`src/rtl/wb_mailbox_slave.sv`:
```
// Wishbone register slave with ID/STATUS/CONTROL/scratch registers and two
// first-word-fall-through mailbox FIFOs between the host and fabric logic.
module wb_mailbox_slave #(
  parameter int          ADDR_WIDTH = 16,
  parameter int          DATA_WIDTH = 16,
  parameter int          FIFO_DEPTH = 16,
  parameter logic [15:0] ID_VALUE   = 16'hB3E1
) (
  input  logic                  clk,
  input  logic                  reset,
  input  logic [ADDR_WIDTH-1:0] wbs_address,
  input  logic [DATA_WIDTH-1:0] wbs_writedata,
  output logic [DATA_WIDTH-1:0] wbs_readdata,
  input  logic                  wbs_write,
  input  logic                  wbs_strobe,
  input  logic                  wbs_cycle,
  output logic                  wbs_ack,
  output logic [DATA_WIDTH-1:0] h2f_data,
  output logic                  h2f_valid,
  input  logic                  h2f_ready,
  input  logic [DATA_WIDTH-1:0] f2h_data,
  input  logic                  f2h_valid,
  output logic                  f2h_ready,
  output logic                  irq
);

  localparam int PW = $clog2(FIFO_DEPTH);
  localparam int CW = PW + 1;

  typedef enum logic [1:0] {S_IDLE, S_ACK, S_WAIT} state_t;

  state_t state;

  logic [DATA_WIDTH-1:0] h2f_mem [FIFO_DEPTH];
  logic [DATA_WIDTH-1:0] f2h_mem [FIFO_DEPTH];
  logic [PW-1:0]         h2f_wptr, h2f_rptr, f2h_wptr, f2h_rptr;
  logic [CW-1:0]         h2f_count, f2h_count;
  logic [DATA_WIDTH-1:0] scratch [4];
  logic                  irq_en, overflow, underflow;

  logic                  unused_cycle;
  assign unused_cycle = wbs_cycle;

  // ---------------------------------------------------------------- decode
  logic       access, mapped, is_data;
  logic [2:0] reg_sel;
  logic       h2f_full, h2f_empty, f2h_full, f2h_empty;
  logic       host_push, host_pop, ovf_evt, unf_evt, do_clear;
  logic       fab_push, fab_pop;

  assign access    = (state == S_ACK);
  assign mapped    = (wbs_address[ADDR_WIDTH-1:3] == '0);
  assign reg_sel   = wbs_address[2:0];
  assign is_data   = access & mapped & (reg_sel == 3'd3);

  assign h2f_full  = (h2f_count == CW'(FIFO_DEPTH));
  assign h2f_empty = (h2f_count == '0);
  assign f2h_full  = (f2h_count == CW'(FIFO_DEPTH));
  assign f2h_empty = (f2h_count == '0);

  assign host_push = is_data &  wbs_write & ~h2f_full;
  assign ovf_evt   = is_data &  wbs_write &  h2f_full;
  assign host_pop  = is_data & ~wbs_write & ~f2h_empty;
  assign unf_evt   = is_data & ~wbs_write &  f2h_empty;
  assign do_clear  = access & mapped & wbs_write & (reg_sel == 3'd2) & wbs_writedata[0];

  assign fab_pop   = h2f_valid & h2f_ready;
  assign fab_push  = f2h_valid & f2h_ready;

  assign h2f_valid = ~h2f_empty;
  assign h2f_data  = h2f_valid ? h2f_mem[h2f_rptr] : '0;
  assign f2h_ready = ~f2h_full;
  assign irq       = irq_en & ~f2h_empty;

  // ----------------------------------------------------------------- FIFOs
  // NOTE: the FIFO storage has no reset; the counts alone define which entries are valid.
  always_ff @(posedge clk) begin
    if (host_push)           h2f_mem[h2f_wptr] <= wbs_writedata;
    if (fab_push & ~do_clear) f2h_mem[f2h_wptr] <= f2h_data;
  end

  // Clear takes priority over any fabric-side push or pop in the same cycle.
  always_ff @(posedge clk or negedge reset) begin
    if (!reset) begin
      h2f_wptr  <= '0;
      h2f_rptr  <= '0;
      h2f_count <= '0;
      f2h_wptr  <= '0;
      f2h_rptr  <= '0;
      f2h_count <= '0;
    end else if (do_clear) begin
      h2f_wptr  <= '0;
      h2f_rptr  <= '0;
      h2f_count <= '0;
      f2h_wptr  <= '0;
      f2h_rptr  <= '0;
      f2h_count <= '0;
    end else begin
      if (host_push) h2f_wptr <= h2f_wptr + PW'(1);
      if (fab_pop)   h2f_rptr <= h2f_rptr + PW'(1);
      h2f_count <= h2f_count + CW'(host_push) - CW'(fab_pop);
      if (fab_push)  f2h_wptr <= f2h_wptr + PW'(1);
      if (host_pop)  f2h_rptr <= f2h_rptr + PW'(1);
      f2h_count <= f2h_count + CW'(fab_push) - CW'(host_pop);
    end
  end

  // ------------------------------------------------------------- registers
  always_ff @(posedge clk or negedge reset) begin
    if (!reset) begin
      irq_en    <= 1'b0;
      overflow  <= 1'b0;
      underflow <= 1'b0;
      for (int i = 0; i < 4; i++) scratch[i] <= '0;
    end else begin
      if (access & mapped & wbs_write) begin
        if (reg_sel == 3'd2) irq_en <= wbs_writedata[1];
        if (reg_sel[2])      scratch[reg_sel[1:0]] <= wbs_writedata;
      end
      if (do_clear) begin
        overflow  <= 1'b0;
        underflow <= 1'b0;
      end else begin
        overflow  <= overflow  | ovf_evt;
        underflow <= underflow | unf_evt;
      end
    end
  end

  // Read mux; write accesses load zero into the read-data register.
  logic [15:0]           status;
  logic [DATA_WIDTH-1:0] rd_next;

  assign status = {2'b00, underflow, overflow, f2h_empty, h2f_full,
                   5'(f2h_count), 5'(h2f_count)};

  // NOTE: every always_comb output gets a default first so no latch is inferred.
  always_comb begin
    rd_next = '0;
    if (mapped && !wbs_write) begin
      case (reg_sel)
        3'd0:    rd_next = DATA_WIDTH'(ID_VALUE);
        3'd1:    rd_next = DATA_WIDTH'(status);
        3'd2:    rd_next = DATA_WIDTH'({irq_en, 1'b0});
        3'd3:    if (!f2h_empty) rd_next = f2h_mem[f2h_rptr];
        default: rd_next = scratch[reg_sel[1:0]];
      endcase
    end
  end

  // ------------------------------------------------------------ access FSM
  // NOTE: sequential state uses non-blocking assignments so every flop samples pre-edge values.
  always_ff @(posedge clk or negedge reset) begin
    if (!reset) begin
      state        <= S_IDLE;
      wbs_ack      <= 1'b0;
      wbs_readdata <= '0;
    end else begin
      wbs_ack <= 1'b0;
      case (state)
        S_IDLE: if (wbs_strobe) state <= S_ACK;
        S_ACK: begin
          wbs_ack      <= 1'b1;
          wbs_readdata <= rd_next;
          state        <= S_WAIT;
        end
        S_WAIT: if (!wbs_strobe) state <= S_IDLE;
        default: state <= S_IDLE;
      endcase
    end
  end

endmodule

```
`config.mk`:
```
export PLATFORM = sky130hd
export DESIGN_NAME = wb_mailbox_slave
export DESIGN_NICKNAME = d
export VERILOG_FILES = /design/src/rtl/wb_mailbox_slave.sv
export SDC_FILE = /design/constraint.sdc
export NUM_CORES = 1
export LEC_CHECK = 0
export CORE_MARGIN = 1.5
export CORE_UTILIZATION = 45
export DETAILED_ROUTE_END_ITERATION = 12
export SKIP_LAST_GASP = 1
export SYNTH_ARGS = -nofsm -noshare
export SYNTH_HDL_FRONTEND = slang
export SYNTH_SLANG_ARGS = --single-unit
```
`constraint.sdc`:
```
create_clock -name clk -period 3.74 [get_ports clk]
set_input_delay 0.748 -clock clk [delete_from_list [all_inputs] [get_ports clk]]
set_output_delay 0.748 -clock clk [all_outputs]
set_load 0.02 [all_outputs]
```
==> reports/results.ini, run 1 <==
[layout]
area_delta_synth_final_pct = 18.62
num_antenna_cells = 0
finalInstanceArea_um2 = 30480
drive_gt1_share_pct = 27.49
final_util_pct = 54.06
nets = 1586
stdcell_count = 2313
nFillCells = 4528

[worst_setup_path]
rr_worst_depth = 13
critPathBufInv = 2
cp_top_family = multiplexers
endpoint = h2f_data[2]
setup.worst_path.class = flop to output port
crit_path_end_kind = output port
path_max_fanout = 9
startpoint = h2f_rptr[0]$_DFFE_PN0P_
r2r_start = f2h_count[2]$_DFF_PN0_
cpMostUsedCell = mux4_2
reg2reg_slack_ns = 0.54
r2r_end = f2h_count[4]$_DFF_PN0_
crit_cells = 5
cp_cell_sequence = buf_6 > mux4_2 > mux4_2 > and2_1 > clkdlybuf4s50_1
cp.arrival_ns = 3.05
cp_slowest_cell = mux4_2
required_ns = 2.99
start_kind = flop
slowest_delay_ns = 0.54

[power_and_ir_drop]
p_sw_share_pct = 25.89
vdd_drop_max_mv = 0.4025
leakagePower_nw = 10.58
p_int_mw = 13.94
pwr-share-comb_pct = 20.8
powerDensity_nw_per_um2 = 617.0
power_frac_seq_pct = 43.6
netSwitchingPower_mw = 4.871
p_total_mw = 18.81
pwr-share-clk_pct = 35.7

[logic_synthesis]
syn_nets = 1424
yosysWarnings = 0
synthTopCellsByArea = edfxtp_1 60%, mux4_2 13%, dfrtp_1 11%
synth_edf_count = 512
synth.ff_latch_count = 624
synth_top_cell_by_area = edfxtp_1
ys_types = 63
syn_area_um2 = 25700
synth_top_cell_area_share_pct = 59.82
syn_area_per_cell_um2 = 19.11
async_reset_ff_share_pct = 17.95
yosysSeqAreaShare_pct = 70.73
postSynthCellCount = 1345
ys.flop_type = edfxtp_1

[floorplan]
core-area_um2 = 56390
fp-row-count = 87
chipWidth_um = 242.0
initial_core_util_pct = 45.58
pin_count = 91
dieHeight_um = 242.0
die_area_um2 = 58550

[timing]
final.min_clock_period_ns = 3.795
maxSlewViolCount = 0
fin_crit_sh_pct = 101.5
clock-skew-final_ns = 0.01964
tightest_slew_ns = 1.183
rsz0062_at_grt = yes
fmax_mhz = 263.5
setup_viol = 3
hold_viol = 0
slew_headroom_pct = 20.57
worst_slack_ns = -0.05481

[drt]
drtAntennaViolNets = 0
avgRoutedWirePerCell_um = 24.71
drtPass1Iterations = 5
vias = 13104
drtIter0Drc = 871
viasPerCell = 5.665
routed_wirelength_um = 57160
drcViolationCount = 0

[clock_tree]
root_buffer = clkbuf_16
clkSinkCount = 624
cts_tree = yes
cts_max_level = 3
insertion_delay_ns = 0.60
cts.path.max_buffers = 3
path_clk_slew_ns = 0.06
numCtsBuffers = 68

[grt]
grt_overflow_total = 0
grt_use_total_pct = 19.96
antenna_found_initial = 0
grt_max_degree = 113
grt_pass1_vias = 13690
grt_pass1_wl_um = 87630

[placement]
gp_congestion = 0.7717
dpl_cell_area_um2 = 28100
place_inst = 2182
post-place-ws_ns = 0.05599
portBuffers = 89
hpwlAfterDp_um = 36610

[run_status]
outcome = finished, violations left
violations = negative setup slack

[run]
drv_cap = 0

[min_path]
hold_path.class = input pin to async pin

## how the worst min path moves through the flow
stage | startpoint | end | slack, ns
after floorplan | reset | f2h_count[0]$_DFF_PN0_ | 0.45
after CTS | reset | state[1]$_DFFE_PN0P_ | 0.25
final | reset | state[1]$_DFFE_PN0P_ | 0.19
after detailed placement | scratch[20]$_DFFE_PN0P_ | scratch[20]$_DFFE_PN0P_ | 0.48
after global routing | reset | state[1]$_DFFE_PN0P_ | 0.24
after global placement | state[0]$_DFFE_PN0P_ | state[0]$_DFFE_PN0P_ | 0.47
## registers in the layout (all words and copies together), names as in the netlist
register and flops:
irq_en 1, f2h_rptr 4, h2f_count 5, f2h_mem 256
f2h_wptr 4, wbs_readdata 16, state 2, underflow 1
h2f_wptr 4, f2h_count 5, h2f_rptr 4, scratch 64
h2f_mem 256, overflow 1, wbs_ack 1
## layer usage
metal / wire [um] / vias to the layer above / share of wire [%] / track usage [%]
li1: - / 5800 / - / -
met1: 24330 / 6926 / 43 / 26.65
met2: 29180 / 294 / 51 / 34.10
met3: 2315 / 84 / 4.1 / 3.013
met4: 1334 / 0 / 2.3 / 5.809
met5: 0 / - / 0 / 0
## cell families (layout without fill, tap and decap cells)
| group | count (synthesis) | after routing | synth area share, % |
|---|---|---|---|
| flip-flops | 624 | 624 | 70.73 |
| multiplexers | 244 | 244 | 17.37 |
| AND/OR/NAND/NOR | 212 | 212 | 5.019 |
| buffers and inverters | 116 | 328 | 2.196 |
| AO/OA/AOI/OAI | 115 | 115 | 3.121 |
| adder cells (fa/ha/maj) | 24 | 24 | 1.227 |
| XOR/XNOR | 10 | 10 | 0.3408 |
## cell type report
| cell class | instances | area (um2) | share of cell area (%) |
|---|---|---|---|
| tap | 756 | 945.9 | 3.103 |
| sequential | 624 | 18190 | 59.66 |
| multi-input combinational | 605 | 7256 | 23.80 |
| inverter | 31 | 116.4 | 0.3817 |
| clock buffer | 94 | 1954 | 6.411 |
| clock inverter | 26 | 300.3 | 0.9851 |
| timing repair buffer | 177 | 1725 | 5.660 |
## cells in the mapped netlist (5+ instances only)
library cell	instances
nor3_1	7
mux2_2	26
mux2i_1	12
clkbuf_1	31
mux2_4	20
a21o_1	6
inv_1	28
a221o_1	6
edfxtp_1	512
o31ai_1	8
and3_1	6
o21ai_0	10
o22ai_1	9
nand2_1	24
nor2_1	35
xnor2_1	5
a211oi_1	5
nor2b_1	15
a31oi_1	5
a21oi_1	21
nand3_1	14
nand4_1	14
nand2b_1	13
a22oi_1	17
buf_6	9
nor4_1	34
buf_2	37
xor2_1	5
and2_1	19
dfrtp_1	112
and4_1	5
mux2_1	39
ha_1	22
mux4_2	147
## power groups by stage
| stage | Combinational (mW) | Sequential (mW) | Clock (mW) |
|---|---|---|---|
| 2_1_floorplan | 2.55 | 8.20 | 0 |
| 3_3_place_gp | 3.89 | 8.31 | 0 |
| 3_5_place_dp | 3.92 | 8.33 | 0 |
| 4_1_cts | 3.91 | 8.19 | 6.86 |
| 5_1_grt | 4.24 | 8.23 | 7.15 |
| 6_report | 3.90 | 8.20 | 6.71 |
## cell usage in the layout (no fill, tap or decap), types with 13 or more instances in the layout
| master | synthesis | routed |
|---|---|---|
| mux2_2 | 26 | 26 |
| edfxtp_1 | 512 | 512 |
| buf_4 | 4 | 76 |
| mux4_2 | 147 | 147 |
| nor4_4 | 2 | 13 |
| inv_1 | 28 | 28 |
| nor2_1 | 35 | 35 |
| dfrtp_1 | 112 | 107 |
| nor4_2 | 0 | 21 |
| a21oi_1 | 21 | 21 |
| mux2_4 | 20 | 20 |
| nand2b_1 | 13 | 13 |
| and2_1 | 19 | 19 |
| clkbuf_1 | 31 | 15 |
| clkbuf_16 | 0 | 73 |
| mux2_1 | 39 | 39 |
| ha_1 | 22 | 22 |
| nand3_1 | 14 | 14 |
| nand4_1 | 14 | 14 |
| nand2_1 | 24 | 24 |
| a22oi_1 | 17 | 17 |
| clkdlybuf4s50_1 | 0 | 72 |
| nor2b_1 | 15 | 15 |
## repair_timing
item / in CTS / in global routing
hold buffers: 0 / 0
gates cloned: 0 / 1
resized for setup: 4 / 12
buffers inserted: 0 / 10
hold endpoints to repair: 0 / 0
endpoints found under the setup margin: 16 / 12
## stage by stage
step | setup TNS, ns | hold WS, ns
after floorplan | -7.476 | 0.4452
after global placement | 0 | 0.4659
after detailed placement | 0 | 0.4755
after CTS | -1.525 | 0.2475
after global routing | -0.5128 | 0.2409
final | -0.1273 | 0.1948
Note: power is estimated with default switching activity, not from simulation.
==> run 2: changes to the inputs <==
CORE_MARGIN = default   (was 1.5)
==> reports/results.ini, run 2 (synthesis results as in run 1) <==
[run_status]
outcome = complete, no violations

[min_path]
min_path_cells = 1
min_from = scratch[15]$_DFFE_PN0P_
hold_path.class = flop to flop
hold_end = scratch[15]$_DFFE_PN0P_

[drt]
drtPass1Iterations = 4  ; -1
maxUsedRoutingLayer = met4
dr_wl_met3_um = 2486  ; +7.4%
drtAntennaViolNets = 0  ; unchanged
wl_met2_um = 29310  ; +0.45%
avgRoutedWirePerCell_um = 24.93  ; +0.89%
drt-met1-wl_um = 24310  ; about the same
viasPerCell = 5.701  ; +0.63%
drcViolationCount = 0  ; unchanged
routed_wirelength_um = 57420  ; +0.46%
drtIter0Drc = 936  ; +7.5%
vias = 13130  ; +0.20%

[worst_setup_path]
required_ns = 2.99  ; about the same
setup.worst_path.class = flop to output port
cp.arrival_ns = 2.99  ; -0.06 ns
path_max_fanout = 14  ; +5
start_kind = flop
cp_cell_sequence = buf_4 > buf_12 > mux4_2 > mux4_2 > and2_1 > dlygate4sd2_1
reg2reg_slack_ns = 0.71  ; +0.17 ns
r2r_start = h2f_count[2]$_DFF_PN0_
slowest_delay_ns = 0.56  ; +0.02 ns
rr_worst_depth = 13  ; unchanged
crit_path_end_kind = output port
cp_slowest_cell = mux4_2
cpMostUsedCell = mux4_2
r2r_end = h2f_count[4]$_DFF_PN0_

[timing]
fmax_mhz = 267.7  ; +1.6%
maxSlewViolCount = 0  ; unchanged
tightest_slew_ns = 1.053  ; -0.1295 ns
setup_viol = 0  ; -3
worst_slack_ns = 0.004961  ; +0.05977 ns
clock-skew-final_ns = 0.01528  ; -0.004362 ns
hold_viol = 0  ; unchanged
tns_ns = 0  ; +0.1273 ns
fin_crit_sh_pct = 99.87  ; -1.6 points
rsz0062_at_grt = yes
worst_hold_slack_ns = 0.4833  ; +0.2885 ns
slew_headroom_pct = 28.84  ; +8.3 points
final.min_clock_period_ns = 3.735  ; -0.05977 ns

[placement]
portBuffers = 89  ; unchanged
gp_congestion = 0.7614  ; -1.3%
post-place-ws_ns = 0.08983  ; +0.03385 ns
hpwlAfterDp_um = 35790  ; -2.2%

[power_and_ir_drop]
p_total_mw = 18.52  ; -1.5%
vdd_drop_max_mv = 0.4807  ; +19%
leakagePower_nw = 10.44  ; -1.3%
powerDensity_nw_per_um2 = 611.0  ; -0.99%

[layout]
nets = 1581  ; -0.32%
reg_top3 = f2h_mem x256, h2f_mem x256, scratch x64
final_util_pct = 53.76  ; -0.30 points
area_delta_synth_final_pct = 17.95
num_antenna_cells = 0  ; unchanged
layout_common_cells = 512 x edfxtp_1, 147 x mux4_2, 107 x dfrtp_1
regArea_um2 = 18190  ; about the same
layout.cells.most_common = edfxtp_1
nFillCells = 4515  ; -0.29%
drive_gt1_share_pct = 26.89  ; -0.60 points
multi_input_area_um2 = 7256  ; unchanged

[grt]
grt_max_degree = 55  ; -51%
grt_overflow_total = 0  ; unchanged
antenna_found_initial = 0  ; unchanged
grt_pass1_wl_um = 86750  ; -1.0%
grt_pass1_vias = 13538  ; -1.1%
grt_use_total_pct = 20.59  ; +0.63 points

[run]
drv_cap = 0  ; unchanged

[clock_tree]
insertion_delay_ns = 0.60  ; about the same
numCtsBuffers = 67  ; -1.5%
path_clk_slew_ns = 0.06  ; about the same
cts_max_level = 3  ; unchanged
cts.path.max_buffers = 3  ; unchanged
clkSinkCount = 624  ; unchanged
root_buffer = clkbuf_16
cts_tree = yes

[floorplan]
fp-row-count = 87  ; unchanged
core-area_um2 = 56390  ; unchanged
die_area_um2 = 58070  ; -0.82%
pin_count = 91  ; unchanged
initial_core_util_pct = 45.58  ; unchanged
chipWidth_um = 241.0  ; -0.41%
dieHeight_um = 241.0  ; -0.41%

-- run 2: cell types whose count changed in the layout (fill, tap and decap cells not counted), moves of 2 or more --
cell            before  now
clkinvlp_4           0    3
clkinv_1            11   14
dlymetal6s2s_1      11    5
buf_12              11    8
buf_16               0    3
buf_4               76   73
clkbuf_1            15   13
clkbuf_8             7    1
clkbuf_16           73   69
dlygate4sd2_1        4   10
-- run 2: report_power, final --
group	switching (mW)	total (mW)	internal, mW
Clock	2.64	6.46	3.82
Sequential	0.262	8.20	7.94
Combinational	1.92	3.86	1.94
-- run 2: timing repair --
item | 4_1_cts | 5_1_grt
hold buffers | 1 | 0
setup buffers | 2 | 8
hold endpoints to repair | 10 | 0
setup endpoints to repair | 16 | 13
gates resized for setup | 16 | 9
gates cloned | 1 | 0
-- run 2: final cells by class --
class / instances / share of cell area (%)
Tap cell: 756 / 3.120
Inverter: 31 / 0.3839
Timing Repair Buffer: 173 / 5.531
Clock inverter: 31 / 1.123
Multi-Input combinational cell: 605 / 23.94
Clock buffer: 83 / 5.903
Sequential cell: 624 / 60.00
-- run 2: through the flow --
stage	cells	area, um2
3_3_place_gp	2177	28030
6_report	2303	30310
4_1_cts	2295	30220
2_1_floorplan	1345	25770
5_1_grt	2303	30310
3_5_place_dp	2177	28030
-- run 2: how the worst max path moves through the flow --
stage | start | to | slack [ns] | cells past startpoint
floorplan | wbs_address[3] | h2f_mem[15][0]$_DFFE_PP_ | -0.04 | 5
global placement | wbs_address[4] | h2f_count[4]$_DFF_PN0_ | 0.12 | 13
detailed placement | wbs_address[1] | f2h_mem[1][6]$_DFFE_PP_ | 0.09 | 8
CTS | h2f_rptr[0]$_DFFE_PN0P_ | h2f_data[1] | -0.15 | 5
global route | h2f_rptr[0]$_DFFE_PN0P_ | h2f_data[0] | -0.10 | 6
finish | h2f_rptr[0]$_DFFE_PN0P_ | h2f_data[9] | 0.005 | 6
-- run 2: worst max-delay path: cells and delay by family, from the launching register on --
kind	cells	cell delay, ns
muxes	2	1.05
and+or+nand+nor	1	0.17
DFF	1	0.49
buffers and inverters	3	0.66
-- run 2: metal layers --
metal,GRT usage (%),vias up
li1,-,5783
met1,27.52,6956
met2,34.60,306
met3,3.546,85
met4,6.157,0
met5,0,-
